[src/rtl/lapido_pkg.sv]
// rtl/lapido_pkg.sv - shared widths and ID/EX control bundle for the lapido pipeline.
package lapido_pkg;

    localparam int DATA_W  = 16;
    localparam int REG_W   = 4;
    localparam int ALUOP_W = 4;

    typedef struct packed {
        logic               valid;
        logic               regWrite;
        logic               memRead;
        logic               memWrite;
        logic [ALUOP_W-1:0] aluOp;
    } id_ex_ctrl_t;

    localparam id_ex_ctrl_t CTRL_BUBBLE = '0;

endpackage

[src/rtl/id_ex_stage_reg_if.sv]
// rtl/id_ex_stage_reg_if.sv - ID-side inputs and EX-side outputs of the ID/EX register.
// stall_count exists only when ID_EX_STALL_COUNT_EN is defined.
interface id_ex_stage_reg_if;
    import lapido_pkg::*;

    logic               id_valid;
    logic               id_regWrite;
    logic               id_memRead;
    logic               id_memWrite;
    logic               id_useB;
    logic [ALUOP_W-1:0] id_aluOp;
    logic [REG_W-1:0]   id_registerA;
    logic [REG_W-1:0]   id_registerB;
    logic [REG_W-1:0]   id_registerRD;
    logic [DATA_W-1:0]  id_dataA;
    logic [DATA_W-1:0]  id_dataB;
    logic [DATA_W-1:0]  id_imm;
    logic               flush;
    logic               mem_hold;

    logic               id_ex_valid;
    logic               id_ex_regWrite;
    logic               id_ex_memRead;
    logic               id_ex_memWrite;
    logic [ALUOP_W-1:0] id_ex_aluOp;
    logic [REG_W-1:0]   id_ex_registerA;
    logic [REG_W-1:0]   id_ex_registerB;
    logic [REG_W-1:0]   id_ex_registerRD;
    logic [DATA_W-1:0]  id_ex_dataA;
    logic [DATA_W-1:0]  id_ex_dataB;
    logic [DATA_W-1:0]  id_ex_imm;
    logic               stall;
`ifdef ID_EX_STALL_COUNT_EN
    logic [15:0]        stall_count;
`endif

    modport master (
        output id_valid, id_regWrite, id_memRead, id_memWrite, id_useB, id_aluOp,
               id_registerA, id_registerB, id_registerRD, id_dataA, id_dataB, id_imm,
               flush, mem_hold,
        input  id_ex_valid, id_ex_regWrite, id_ex_memRead, id_ex_memWrite, id_ex_aluOp,
               id_ex_registerA, id_ex_registerB, id_ex_registerRD,
               id_ex_dataA, id_ex_dataB, id_ex_imm,
               stall
`ifdef ID_EX_STALL_COUNT_EN
        , input stall_count
`endif
    );

    modport slave (
        input  id_valid, id_regWrite, id_memRead, id_memWrite, id_useB, id_aluOp,
               id_registerA, id_registerB, id_registerRD, id_dataA, id_dataB, id_imm,
               flush, mem_hold,
        output id_ex_valid, id_ex_regWrite, id_ex_memRead, id_ex_memWrite, id_ex_aluOp,
               id_ex_registerA, id_ex_registerB, id_ex_registerRD,
               id_ex_dataA, id_ex_dataB, id_ex_imm,
               stall
`ifdef ID_EX_STALL_COUNT_EN
        , output stall_count
`endif
    );

endinterface

[src/rtl/id_ex_stage_reg_hazard_detect.sv]
// rtl/id_ex_stage_reg_hazard_detect.sv - combinational load-use detection between ID and EX.
module hazard_detect
    import lapido_pkg::*;
(
    input  logic             id_valid,
    input  logic             id_useB,
    input  logic [REG_W-1:0] id_registerA,
    input  logic [REG_W-1:0] id_registerB,
    input  logic             ex_valid,
    input  logic             ex_memRead,
    input  logic             ex_regWrite,
    input  logic [REG_W-1:0] ex_registerRD,
    output logic             load_use
);

    logic match_a;
    logic match_b;

    assign match_a  = (ex_registerRD == id_registerA);
    // registerB only counts when the ID instruction actually reads it
    assign match_b  = id_useB & (ex_registerRD == id_registerB);
    assign load_use = id_valid & ex_valid & ex_memRead & ex_regWrite & (match_a | match_b);

endmodule

[src/rtl/id_ex_stage_reg.sv]
// rtl/id_ex_stage_reg.sv - ID/EX pipeline register with load-use bubble, flush and hold.
// Optional stall_count (load-use bubbles, saturating) enabled by ID_EX_STALL_COUNT_EN.
module id_ex_stage_reg
    import lapido_pkg::*;
(
    input logic              clk,
    input logic              reset,
    id_ex_stage_reg_if.slave bus
);

    id_ex_ctrl_t       ctrl_q;
    id_ex_ctrl_t       id_ctrl;
    logic [REG_W-1:0]  reg_a_q;
    logic [REG_W-1:0]  reg_b_q;
    logic [REG_W-1:0]  reg_rd_q;
    logic [DATA_W-1:0] data_a_q;
    logic [DATA_W-1:0] data_b_q;
    logic [DATA_W-1:0] imm_q;
    logic              load_use;

    hazard_detect u_hazard_detect (
        .id_valid      (bus.id_valid),
        .id_useB       (bus.id_useB),
        .id_registerA  (bus.id_registerA),
        .id_registerB  (bus.id_registerB),
        .ex_valid      (ctrl_q.valid),
        .ex_memRead    (ctrl_q.memRead),
        .ex_regWrite   (ctrl_q.regWrite),
        .ex_registerRD (reg_rd_q),
        .load_use      (load_use)
    );

    // An invalid ID slot always enters EX as a bubble, whatever its control bits say
    always_comb begin
        id_ctrl = CTRL_BUBBLE;
        if (bus.id_valid) begin
            id_ctrl.valid    = 1'b1;
            id_ctrl.regWrite = bus.id_regWrite;
            id_ctrl.memRead  = bus.id_memRead;
            id_ctrl.memWrite = bus.id_memWrite;
            id_ctrl.aluOp    = bus.id_aluOp;
        end
    end

    // Priority: flush > mem_hold > load_use > normal load; data only moves on a normal load
    always_ff @(posedge clk or posedge reset) begin
        if (reset) begin
            ctrl_q   <= CTRL_BUBBLE;
            reg_a_q  <= '0;
            reg_b_q  <= '0;
            reg_rd_q <= '0;
            data_a_q <= '0;
            data_b_q <= '0;
            imm_q    <= '0;
        end else if (bus.flush) begin
            ctrl_q <= CTRL_BUBBLE;
        end else if (!bus.mem_hold) begin
            if (load_use) begin
                ctrl_q <= CTRL_BUBBLE;
            end else begin
                ctrl_q   <= id_ctrl;
                reg_a_q  <= bus.id_registerA;
                reg_b_q  <= bus.id_registerB;
                reg_rd_q <= bus.id_registerRD;
                data_a_q <= bus.id_dataA;
                data_b_q <= bus.id_dataB;
                imm_q    <= bus.id_imm;
            end
        end
    end

    assign bus.stall = ~reset & ~bus.flush & (bus.mem_hold | load_use);

    assign bus.id_ex_valid      = ctrl_q.valid;
    assign bus.id_ex_regWrite   = ctrl_q.regWrite;
    assign bus.id_ex_memRead    = ctrl_q.memRead;
    assign bus.id_ex_memWrite   = ctrl_q.memWrite;
    assign bus.id_ex_aluOp      = ctrl_q.aluOp;
    assign bus.id_ex_registerA  = reg_a_q;
    assign bus.id_ex_registerB  = reg_b_q;
    assign bus.id_ex_registerRD = reg_rd_q;
    assign bus.id_ex_dataA      = data_a_q;
    assign bus.id_ex_dataB      = data_b_q;
    assign bus.id_ex_imm        = imm_q;

`ifdef ID_EX_STALL_COUNT_EN
    logic [15:0] stall_count_q;

    always_ff @(posedge clk or posedge reset) begin
        if (reset) begin
            stall_count_q <= '0;
        end else if (!bus.flush && !bus.mem_hold && load_use && stall_count_q != 16'hFFFF) begin
            stall_count_q <= stall_count_q + 16'd1;
        end
    end

    assign bus.stall_count = stall_count_q;
`endif

endmodule
[src/flat_wrapper.sv]
// flat-port wrapper written by rule: the top's interface ports become plain ports
module id_ex_stage_reg_flat import lapido_pkg::*;
  (clk, reset, bus_id_valid, bus_id_regWrite, bus_id_memRead, bus_id_memWrite, bus_id_useB, bus_id_aluOp, bus_id_registerA, bus_id_registerB, bus_id_registerRD, bus_id_dataA, bus_id_dataB, bus_id_imm, bus_flush, bus_mem_hold, bus_id_ex_valid, bus_id_ex_regWrite, bus_id_ex_memRead, bus_id_ex_memWrite, bus_id_ex_aluOp, bus_id_ex_registerA, bus_id_ex_registerB, bus_id_ex_registerRD, bus_id_ex_dataA, bus_id_ex_dataB, bus_id_ex_imm, bus_stall);
  id_ex_stage_reg_if bus_i ();
  input logic clk;
  input logic reset;
  input wire logic [$bits(bus_i.id_valid)-1:0] bus_id_valid;
  input wire logic [$bits(bus_i.id_regWrite)-1:0] bus_id_regWrite;
  input wire logic [$bits(bus_i.id_memRead)-1:0] bus_id_memRead;
  input wire logic [$bits(bus_i.id_memWrite)-1:0] bus_id_memWrite;
  input wire logic [$bits(bus_i.id_useB)-1:0] bus_id_useB;
  input wire logic [$bits(bus_i.id_aluOp)-1:0] bus_id_aluOp;
  input wire logic [$bits(bus_i.id_registerA)-1:0] bus_id_registerA;
  input wire logic [$bits(bus_i.id_registerB)-1:0] bus_id_registerB;
  input wire logic [$bits(bus_i.id_registerRD)-1:0] bus_id_registerRD;
  input wire logic [$bits(bus_i.id_dataA)-1:0] bus_id_dataA;
  input wire logic [$bits(bus_i.id_dataB)-1:0] bus_id_dataB;
  input wire logic [$bits(bus_i.id_imm)-1:0] bus_id_imm;
  input wire logic [$bits(bus_i.flush)-1:0] bus_flush;
  input wire logic [$bits(bus_i.mem_hold)-1:0] bus_mem_hold;
  output wire logic [$bits(bus_i.id_ex_valid)-1:0] bus_id_ex_valid;
  output wire logic [$bits(bus_i.id_ex_regWrite)-1:0] bus_id_ex_regWrite;
  output wire logic [$bits(bus_i.id_ex_memRead)-1:0] bus_id_ex_memRead;
  output wire logic [$bits(bus_i.id_ex_memWrite)-1:0] bus_id_ex_memWrite;
  output wire logic [$bits(bus_i.id_ex_aluOp)-1:0] bus_id_ex_aluOp;
  output wire logic [$bits(bus_i.id_ex_registerA)-1:0] bus_id_ex_registerA;
  output wire logic [$bits(bus_i.id_ex_registerB)-1:0] bus_id_ex_registerB;
  output wire logic [$bits(bus_i.id_ex_registerRD)-1:0] bus_id_ex_registerRD;
  output wire logic [$bits(bus_i.id_ex_dataA)-1:0] bus_id_ex_dataA;
  output wire logic [$bits(bus_i.id_ex_dataB)-1:0] bus_id_ex_dataB;
  output wire logic [$bits(bus_i.id_ex_imm)-1:0] bus_id_ex_imm;
  output wire logic [$bits(bus_i.stall)-1:0] bus_stall;
  assign bus_i.id_valid = bus_id_valid;
  assign bus_i.id_regWrite = bus_id_regWrite;
  assign bus_i.id_memRead = bus_id_memRead;
  assign bus_i.id_memWrite = bus_id_memWrite;
  assign bus_i.id_useB = bus_id_useB;
  assign bus_i.id_aluOp = bus_id_aluOp;
  assign bus_i.id_registerA = bus_id_registerA;
  assign bus_i.id_registerB = bus_id_registerB;
  assign bus_i.id_registerRD = bus_id_registerRD;
  assign bus_i.id_dataA = bus_id_dataA;
  assign bus_i.id_dataB = bus_id_dataB;
  assign bus_i.id_imm = bus_id_imm;
  assign bus_i.flush = bus_flush;
  assign bus_i.mem_hold = bus_mem_hold;
  assign bus_id_ex_valid = bus_i.id_ex_valid;
  assign bus_id_ex_regWrite = bus_i.id_ex_regWrite;
  assign bus_id_ex_memRead = bus_i.id_ex_memRead;
  assign bus_id_ex_memWrite = bus_i.id_ex_memWrite;
  assign bus_id_ex_aluOp = bus_i.id_ex_aluOp;
  assign bus_id_ex_registerA = bus_i.id_ex_registerA;
  assign bus_id_ex_registerB = bus_i.id_ex_registerB;
  assign bus_id_ex_registerRD = bus_i.id_ex_registerRD;
  assign bus_id_ex_dataA = bus_i.id_ex_dataA;
  assign bus_id_ex_dataB = bus_i.id_ex_dataB;
  assign bus_id_ex_imm = bus_i.id_ex_imm;
  assign bus_stall = bus_i.stall;
  id_ex_stage_reg u_core (.clk(clk), .reset(reset), .bus(bus_i));
endmodule
[config.mk]
export PLATFORM = sky130hd
export DESIGN_NAME = id_ex_stage_reg_flat
export DESIGN_NICKNAME = d
export VERILOG_FILES = /design/src/rtl/lapido_pkg.sv /design/src/rtl/id_ex_stage_reg_if.sv /design/src/rtl/id_ex_stage_reg_hazard_detect.sv /design/src/rtl/id_ex_stage_reg.sv /design/src/flat_wrapper.sv
export SDC_FILE = /design/constraint.sdc
export NUM_CORES = 1
export LEC_CHECK = 0
export CAP_MARGIN = 20
export CORE_ASPECT_RATIO = 0.75
export CORE_MARGIN = 3
export CORE_UTILIZATION = 40
export CTS_CLUSTER_SIZE = 10
export DETAILED_ROUTE_END_ITERATION = 6
export PLACE_DENSITY_LB_ADDON = 0.12
export SYNTH_ARGS = -nofsm -noshare
export SYNTH_HDL_FRONTEND = slang
export SYNTH_HIERARCHICAL = 1
export SYNTH_SLANG_ARGS = --single-unit
[constraint.sdc]
create_clock -name clk -period 2.9 [get_ports clk]
set_clock_uncertainty 0.1 [all_clocks]
set_input_delay 0.58 -clock clk [delete_from_list [all_inputs] [get_ports clk]]
set_output_delay 0.58 -clock clk [all_outputs]
set_load 0.05 [all_outputs]
* Word level (Yosys, flattened, before mapping) *
Cells that the tools add are included.

operators by class
  equality and inequality tests = 3
  multiplexer cells = 4
  bitwise logic cells = 13
  reductions and logical operators = 1

operators with widths
  kind                                  count
  8-bit 2-to-1 mux                      4
  4-bit equality test                   2
  1-bit bitwise AND                     7
  1-bit NOT                             4
  3-bit AND reduction                   1
  2-bit != test, second input constant  1
  1-bit OR                              2

storage, ports and cells
  register bits after elaboration = 68
  word-level logic and storage cells = 32

* Longest topological paths before layout *
Gate-level depths: netlist of the first run.

  word-level depth = 7
  depth in mapped cells = 8
  mapped depth without buffers = 6

* Hierarchy *
Netlist of the first run, hierarchy kept.

by module, submodules not included
  module           instances  cells an instance  area each (sq um)  seq. area each (sq um)
  id_ex_stage_reg  1          166                2656.3             1701.6
  hazard_detect    1          13                 97.6               0.0

* Worst setup path after synthesis of the first run *
Ideal clock, no wire load.

  kind = reg2out
  from = register u_core.reg_rd_q[1] (netlist: u_core/bus.id_ex_registerRD[1])
  to = output bus_stall
  data arrival time = 2501 ps
  data required time = 2220 ps
  slack = -281 ps
  cell stages (with the launch flop) = 8
  cell sequence = dfrtp_1 -> xor2_1 -> nor3_1 -> nand3_1 -> a21oi_1 -> buf_2 -> nor2_1 -> nor3_1

on the way
  cells in the longest elaborated chain, start to end = 6
  elaborated cells on any way between the ends = 7

ends and longest elaborated chain
  element                   RTL line                             text
  start: declaration        id_ex_stage_reg.sv:15                logic [REG_W-1:0] reg_rd_q;
  start signal: assignment  id_ex_stage_reg.sv:64                reg_rd_q <= bus.id_registerRD;
  4-bit equality test       id_ex_stage_reg_hazard_detect.sv:21  assign match_b = id_useB & (ex_registerRD == id_registerB);
  1-bit bitwise AND         id_ex_stage_reg_hazard_detect.sv:21
  1-bit OR (*)              id_ex_stage_reg_hazard_detect.sv:22  assign load_use = id_valid & ex_valid & ex_memRead & ex_regWrite & (match_a | match_b);
  1-bit bitwise AND (*)     id_ex_stage_reg_hazard_detect.sv:22
  via u_core.load_use       id_ex_stage_reg.sv:19                logic load_use;
  1-bit OR (*)              id_ex_stage_reg.sv:72                assign bus.stall = ~reset & ~bus.flush & (bus.mem_hold | load_use);
  1-bit bitwise AND (*)     id_ex_stage_reg.sv:72
  end: declaration          flat_wrapper.sv:32                   output wire logic [$bits(bus_i.stall)-1:0] bus_stall;

The timed path passes the listed nets; every way through them passes the cells marked *.

* Worst setup path in the final report of the first run *
  from = input bus_id_registerA[2]
  to = output bus_stall

on the way
  cells in the longest elaborated chain, start to end = 5

ends and longest elaborated chain
  element              RTL line                             text
  start: declaration   flat_wrapper.sv:13                   input wire logic [$bits(bus_i.id_registerA)-1:0] bus_id_registerA;
  4-bit equality test  id_ex_stage_reg_hazard_detect.sv:19  assign match_a = (ex_registerRD == id_registerA);
  1-bit OR             id_ex_stage_reg_hazard_detect.sv:22
  1-bit bitwise AND    id_ex_stage_reg_hazard_detect.sv:22
  via u_core.load_use  id_ex_stage_reg.sv:19
  1-bit OR             id_ex_stage_reg.sv:72
  1-bit bitwise AND    id_ex_stage_reg.sv:72

The timed path passes the listed nets, and every way through them passes these cells.

==> results.md, run 1 <==
Status:
- The run finished with clean final reports.

CTS:
- The number of hold buffers added after CTS is 0.
- Once the clock tree was built, the resizer swapped 0 gates to a different size.
- The number of setup buffers added after CTS is 0.
- The latest clock arrival within the worst-skew pair is 0.33 ns.
- The clock buffer count from CTS is 9.
- The clock passes through at most 2 buffers.
- The CTS sink count is 68.
- The number of H-tree levels is 3.
- TritonCTS built the clock tree.
- After clock tree synthesis, the clock-pin slew on the worst setup and hold paths is 0.07 ns.
- The cell at the root of the clock tree is sky130_fd_sc_hd__clkbuf_8.

GRT:
- Entering global routing, the biggest net connects 37 pins.
- The first global-routing pass estimated 11000 um of wire.
- The overall global routing resource usage is 18.1%.
- The initial antenna violation count is 0.
- The total grt overflow is 0.
- The number of global-route vias before repair is 2120.

Power and ir drop:
- For this design the ratio of total power to cell area is 695 mW/mm^2.
- Sequential cells account for 36.1% of the total power.
- The portion of total power attributed to combinational logic is 33.1%.
- The static power due to leakage is 1.87 nW.
- Across the VDD grid, the largest voltage drop is 0.410 mV.
- The fraction of power consumed by the clock network is 30.7%.
- The internal power component is 2.12 mW.
- Summed over all nets, the switching power comes to 1.06 mW.
- Of the total power, the share spent switching nets is 33.3%.

Yosys:
- The share of Yosys cell area claimed by the top area cell type is 61.8%.
- The biggest area contributor in the post-synthesis netlist is sky130_fd_sc_hd__dfrtp_1.
- For this run, the number of Yosys warnings is 6.
- The share of the yosys chip area belonging to registers is 61.8%.
- Ranked by total cell area, the synthesized netlist is headed by sky130_fd_sc_hd__dfrtp_1, sky130_fd_sc_hd__mux2_2, sky130_fd_sc_hd__mux2_1.
- The number of distinct standard cells referenced by the synthesized netlist is 18.
- Synthesis inferred 68 register bits.
- The post-synthesis net count is 252.
- The cell area that synthesis handed to floorplanning was 0.00275 mm^2.
- Counting every instance in the synthesized netlist gives 179.
- A synthesized cell averages 15.4 um^2.

Setup path:
- The highest net fanout along the worst path is 2.
- STA classifies the critical path startpoint as a primary input.
- The setup slack on the worst flop-to-flop path is 0.77 ns.
- For this run, the slowest stage of the critical path takes 0.50 ns.
- For the worst setup path, the data arrival time is 2.02 ns.
- On the critical path, the stage with the largest delay is an instance of sky130_fd_sc_hd__clkdlybuf4s50_1.
- Data on the critical path is required at its endpoint by 2.22 ns.
- Walking the worst path, the cells encountered are clkdlybuf4s50_1, xnor2_1, nand4_1, a21oi_2, nor2_1, nor3_2, clkbuf_16.
- The beginning of the worst register-to-register path is u_core/bus.id_ex_registerRD[1].
- The worst setup path is of the primary input to output pin kind.
- The reg-to-reg endpoint is u_core/bus.id_ex_imm[10].
- STA classifies the critical path endpoint as an output pin.
- Measured in cells, the most critical reg-to-reg path has a length of 8.

STA:
- The final-report hold violation count is 0.
- In this run the tightest slew margin relative to its limit is 63.6%.
- The max-slew violation count was 0.
- The minimum clock period is 2.70 ns.
- The aggregate negative setup slack is 0 ns.
- Setup repair after global routing left no endpoint under its margin.
- The pin slew with the least headroom to its limit is 0.544 ns.
- The achievable clock frequency is 371 MHz.
- The final number of setup-violating endpoints is 0.
- The portion of the clock cycle consumed by the worst path in the final layout is 93.0%.

Detailed routing:
- The routed layout has 1995 vias.
- The number of design-rule violations left by the first detailed-router iteration is 57.
- The average vias per placed instance is 4.80.
- The count of TritonRoute iterations in the first routing pass is 4.
- The overall routed net length is 6880 um.
- In the final routed layout, each cell accounts on average for 16.5 um.
- In this run the remaining antenna-violating nets after routing total 0.
- The post-detailed-route DRC marker count is 0.

Die:
- After floorplanning, the core was sized to cover 0.00647 mm^2.
- The width of the die is 102 um.
- The starting density of the core is 42.5%.
- The number of core rows is 25.
- The area of the die is 0.00793 mm^2.
- The y dimension of the die is 77.9 um.
- The number of ports placed on the die boundary is 142.

Worst hold path:
- The worst hold path terminates at u_core/bus.id_ex_registerA[2].
- The path class of the lowest-slack min-delay path is flop to flop.
- The startpoint of the lowest-slack hold path is u_core/bus.id_ex_registerA[2].
- The count of cells along the worst hold path is 1.

Cells and area:
- At the end of the flow, the number of nets in the layout was 403.
- The final-layout fill cell count is 473.
- In the layout the commonest cells are sky130_fd_sc_hd__clkdlybuf4s50_1, sky130_fd_sc_hd__dfrtp_1, sky130_fd_sc_hd__mux2_2.
- The fraction of final layout cells with drive strength greater than 1 is 22.4%.
- The antenna diode count is 0.
- The count of placed standard cells in the final layout, fillers left out is 416.
- Relative to the synthesized area, the layout overhead comes to 65.9%.
- Leaving out fill and tap cells, the most frequent cell in the layout is sky130_fd_sc_hd__clkdlybuf4s50_1.

Placement:
- The estimated wirelength of the detail-placed design is 5190 um.
- Routability-driven placement finished with a final weighted congestion of 0.757.
- The count of buffers added on input and output ports is 141.
- The instance count after placement with tap cells included is 400.

Flow run:
- The count of max-cap constraint violations is 0.
## worst max-delay path, delay by kind of cell
kind                   cells  cell delay, ns
AO/OA/AOI/OAI              1            0.20
XOR/XNOR                   1            0.12
buffers and inverters      2            0.70
AND/OR/NAND/NOR            3            0.41
## cells in the mapped netlist
library cell                 n
sky130_fd_sc_hd__a21oi_1     9
sky130_fd_sc_hd__buf_2       2
sky130_fd_sc_hd__buf_6       7
sky130_fd_sc_hd__clkbuf_1    1
sky130_fd_sc_hd__dfrtp_1    68
sky130_fd_sc_hd__inv_1       1
sky130_fd_sc_hd__mux2_1     15
sky130_fd_sc_hd__mux2_2     45
sky130_fd_sc_hd__nand2_1     8
sky130_fd_sc_hd__nand3_1     1
sky130_fd_sc_hd__nand4_1     2
sky130_fd_sc_hd__nand4bb_1   7
sky130_fd_sc_hd__nor2_1      1
sky130_fd_sc_hd__nor3_1      2
sky130_fd_sc_hd__nor3_4      1
sky130_fd_sc_hd__or3b_1      1
sky130_fd_sc_hd__xnor2_1     5
sky130_fd_sc_hd__xor2_1      3
## routing by layer
metal	global-route usage, %	vias to the layer above	share of wire (%)
li1	-	936	-
met1	23.7	974	44
met2	27.4	78	45
met3	7.64	7	9.0
met4	5.64	0	1.1
met5	0	-	0
## through the flow
stage / utilization, % / cell area [um^2] / hold slack [ns] / power, mW / setup WS (ns)
floorplan: - / 2760 / 0.615 / 1.80 / 0.147
global placement: 66.3 / 4290 / 0.368 / 2.21 / 0.0335
detailed placement: 66.3 / 4290 / 0.375 / 2.22 / 0.0397
CTS: 70.3 / 4550 / 0.390 / 3.22 / 0.0339
global route: 70.6 / 4570 / 0.394 / 3.31 / 0.0694
finish: 70.6 / 4570 / 0.387 / 3.17 / 0.202
## state kept, by name (all words and copies together) (netlist names)
| name | count |
|---|---|
| u_core/bus.id_ex_dataA | 16 |
| u_core/bus.id_ex_dataB | 16 |
| u_core/bus.id_ex_imm | 16 |
| u_core/bus.id_ex_aluOp | 4 |
| u_core/bus.id_ex_registerA | 4 |
| u_core/bus.id_ex_registerB | 4 |
| u_core/bus.id_ex_registerRD | 4 |
| u_core/bus.id_ex_memRead | 1 |
| u_core/bus.id_ex_memWrite | 1 |
| u_core/bus.id_ex_regWrite | 1 |
| u_core/bus.id_ex_valid | 1 |
## power by group through the flow
stage               logic (mW)  registers, mW  clock network, mW
floorplan                0.183           1.62                  0
detailed placement        1.06           1.17                  0
global placement          1.05           1.16                  0
global route              1.10           1.16               1.05
CTS                       1.06           1.15               1.01
finish                    1.05           1.15              0.976
## cells by family after synthesis
group | count (synthesis) | share of synthesized area (%)
buffers and inverters | 11 | 3.50
multiplexers | 60 | 24.5
AO/OA/AOI/OAI | 9 | 1.64
XOR/XNOR | 8 | 2.54
AND/OR/NAND/NOR | 23 | 6.00
flip-flops | 68 | 61.8
## how the worst max path moves through the flow
stage | from | to | depth (start not counted)
after detailed placement | bus_id_registerB[1] | bus_stall | 8
after CTS | bus_id_registerB[1] | bus_stall | 8
after floorplan | u_core/bus.id_ex_registerRD[1] | bus_stall | 7
after global routing | bus_id_registerA[0] | bus_stall | 7
after global placement | bus_id_registerB[1] | bus_stall | 8
final | bus_id_registerA[2] | bus_stall | 7
## cell type report
cell class / count / area, um^2 / share of cell area (%)
multi-input combinational: 100 / 965 / 21.1
tap: 81 / 101 / 2.22
inverter: 1 / 3.75 / 0.0822
clock inverter: 5 / 106 / 2.33
timing repair buffer: 150 / 1540 / 33.7
clock buffer: 11 / 151 / 3.31
sequential: 68 / 1700 / 37.3
No activity file was read; power rests on OpenSTA's default activity.
==> run 2: changes to the inputs <==
- GPL_TIMING_DRIVEN: unset -> 0
==> run 2 against run 1 <==
  * Worst hold slack lost 0.020 ns
  * Non-clock buffer count unchanged
  * Flip-flop and latch count unchanged
  * Global-route usage fell by 0.81 points
  * Routed wire length fell by 2.7%
  * Utilization fell by 1.3 points
  * Critical path type unchanged
  * Largest cell class unchanged
==> results.md, run 2 (same netlist as run 1, synthesis figures left out) <==
Status:
- The run finished with clean final reports.

Setup path:
- The data required time of the worst path is 2.22 ns.
- The classification of the worst setup path is primary input to output pin.
- Setup slack on the worst reg-to-reg path comes out at 0.49 ns.
- In this run the worst setup path begins at bus_id_registerB[1].
- The most critical setup path has its endpoint at bus_stall.
- The number of cells on the worst reg-to-reg path is 9.
- The worst setup path is launched from a primary input.
- Along the worst path, the maximum fanout reaches 2.
- The startpoint identified for the worst register-to-register timing path is u_core/bus.id_ex_registerRD[3].
- STA classifies the critical path endpoint as an output pin.
- STA puts the critical path data arrival time at 2.14 ns.
- The worst register-to-register path ends at u_core/bus.id_ex_dataA[6].

Die:
- The starting density of the core is 42.5%.
- The number of ports placed on the die boundary is 142.
- The y dimension of the die is 77.9 um.
- The width of the die is 102 um.
- The core region area is 0.00647 mm^2.
- The floorplan step defined a die boundary enclosing 0.00793 mm^2.
- The number of core rows is 25.

CTS:
- Buffers inserted to repair hold after CTS numbered 0.
- The number of clock buffers added by TritonCTS is 9.
- The later pin in the worst-skew pair is clocked with a latency of 0.33 ns.
- The number of buffers between clock root and the deepest sink is 2.
- The CTS tree is built.
- After clock tree synthesis, the clock-pin slew on the worst setup and hold paths is 0.07 ns.
- The number of H-tree levels is 3.
- The tree is rooted in a sky130_fd_sc_hd__clkbuf_8.
- The CTS sink count is 68.

GRT:
- For this run the aggregate overflow at the end of global routing stands at 0.
- The number of global-route vias before repair is 2109.
- The maximum number of pins on one net before global-route repair is 69.
- The wire length of the first global-routing pass is 10600 um.
- The overall global routing resource usage is 17.3%.
- The initial antenna violation count was 0.

Cells and area:
- The post-route netlist has 22.4% of its cells at a drive strength greater than 1.
- The antenna diode count is 0.
- The final layout net count is 403.
- Cells fill 69.3% of the core in the end.
- For this run, the number of standard cells in the final layout without fillers is 416.
- Fill cells in the final layout number 476.
- The library cell used most frequently in the layout, excluding fill and tap cells, is sky130_fd_sc_hd__clkdlybuf4s50_1.
- The library cells used most frequently in the layout, excluding fill and tap cells, are sky130_fd_sc_hd__clkdlybuf4s50_1, sky130_fd_sc_hd__dfrtp_1, sky130_fd_sc_hd__mux2_2.
- The area growth from synthesis to layout is 62.9%.
- The cell area after layout is 0.00449 mm^2.

Placement:
- The weighted congestion at the end of routability-driven global placement is 0.775.
- Buffers placed on the I/O ports in this run total 139.
- The post-placement cell area is 0.00425 mm^2.
- The instance count after placement with tap cells included is 399.
- The wire-length estimate of the detail-placed layout is 5050 um.
- The placement-stage worst setup slack is -0.666 ns.

STA:
- After layout, the worst setup slack is 0.0800 ns.
- The final-report hold violation count is 0.
- Setup repair after global routing left no endpoint under its margin.
- The worst relative slew slack is 45.4%.
- The portion of the clock cycle consumed by the worst path in the final layout is 97.2%.
- The smallest clock period supported by the final layout is computed as 2.82 ns.
- The max-slew violation count is 0.
- The achievable clock frequency is 355 MHz.
- Setup violations remaining at the end of the flow were counted as 0.
- For the pin with the worst max-slew slack, the measured transition is 0.819 ns.

Detailed routing:
- The number of nets with antenna violations after detailed routing is 0.
- The average detailed-routed wire length per instance is 16.1 um.
- For this block, the via count after detailed routing is 2005.
- The first routing iteration left 31 violations.
- For this block, the routed nets add up to 6700 um of wire.
- In the routed design, unresolved DRC markers number 0.
- The average vias per placed instance is 4.82.
- The count of TritonRoute iterations in the first routing pass is 4.

Power and ir drop:
- The largest voltage drop on the vdd net is 0.395 mV.
- The static power due to leakage is 1.83 nW.
- Dividing total power by cell area gives a power density of 675 mW/mm^2.

Worst hold path:
- The worst hold path belongs to the class primary input to flop.

Flow run:
- The tool flagged a number of max-cap violations equal to 0.
==> run 2: cell types whose count changed in the layout (fill, tap and decap cells not counted), moves of 2 or more <==
cell	before	now
sky130_fd_sc_hd__buf_6	0	8
sky130_fd_sc_hd__clkbuf_1	0	2
sky130_fd_sc_hd__buf_4	6	2
sky130_fd_sc_hd__clkinv_2	0	3
sky130_fd_sc_hd__dlymetal6s2s_1	3	0
sky130_fd_sc_hd__buf_12	3	0
==> run 2: cell type report <==
class	count	area (um^2)	share of cell area (%)
buffer	10	95.1	2.12
clock buffer	11	141	3.15
clock inverter	5	75.1	1.67
inverter	1	6.26	0.139
multi-input combinational	100	966	21.5
sequential	68	1700	37.9
tap	81	101	2.26
timing repair buffer	140	1400	31.2
==> run 2: worst max-delay path: stages <==
cell                              delay, ns
sky130_fd_sc_hd__clkdlybuf4s50_1       0.43
sky130_fd_sc_hd__xor2_1                0.16
sky130_fd_sc_hd__nor3_2                0.20
sky130_fd_sc_hd__nand3_1               0.11
sky130_fd_sc_hd__a21oi_1               0.17
sky130_fd_sc_hd__buf_4                 0.14
sky130_fd_sc_hd__nor2_1                0.05
sky130_fd_sc_hd__nor3_2                0.12
sky130_fd_sc_hd__buf_6                 0.18
==> run 2: repair_timing <==
| item | in CTS | in global routing |
|---|---|---|
| setup buffers | 1 | 0 |
| gates resized for setup | 8 | 1 |
| setup endpoints to repair | 1 | 1 |
==> run 2: per-stage QoR <==
step	hold slack [ns]	power [mW]	TNS, ns
5_1_grt	0.346	3.17	0
4_1_cts	0.340	3.07	0
6_report	0.367	3.03	0
3_3_place_gp	0.366	2.20	-55.71
3_5_place_dp	0.374	2.22	-1.07
2_1_floorplan	0.615	1.80	0
==> run 2: power breakdown <==
group | total [mW] | switching, mW | internal (mW)
combinational | 1.05 | 0.630 | 0.417
clock | 0.837 | 0.333 | 0.504
sequential | 1.15 | 0.0690 | 1.08
==> run 2: layer usage <==
| metal | routed length (um) | vias to the layer above | GRT usage, % |
|---|---|---|---|
| li1 | - | 938 | - |
| met1 | 2950 | 987 | 22.7 |
| met2 | 3140 | 78 | 26.4 |
| met3 | 580 | 2 | 7.28 |
| met4 | 25 | 0 | 4.72 |
| met5 | 0 | - | 0 |
==> run 2: worst min path at each step <==
stage	startpoint	endpoint	depth (start not counted)
CTS	bus_flush	u_core/bus.id_ex_aluOp[1]	2
floorplan	bus_id_dataA[3]	u_core/bus.id_ex_dataA[3]	1
global placement	u_core/bus.id_ex_dataB[1]	u_core/bus.id_ex_dataB[1]	1
global route	bus_flush	u_core/bus.id_ex_aluOp[1]	2
finish	bus_flush	u_core/bus.id_ex_aluOp[1]	2
detailed placement	u_core/bus.id_ex_registerB[0]	u_core/bus.id_ex_registerB[0]	1
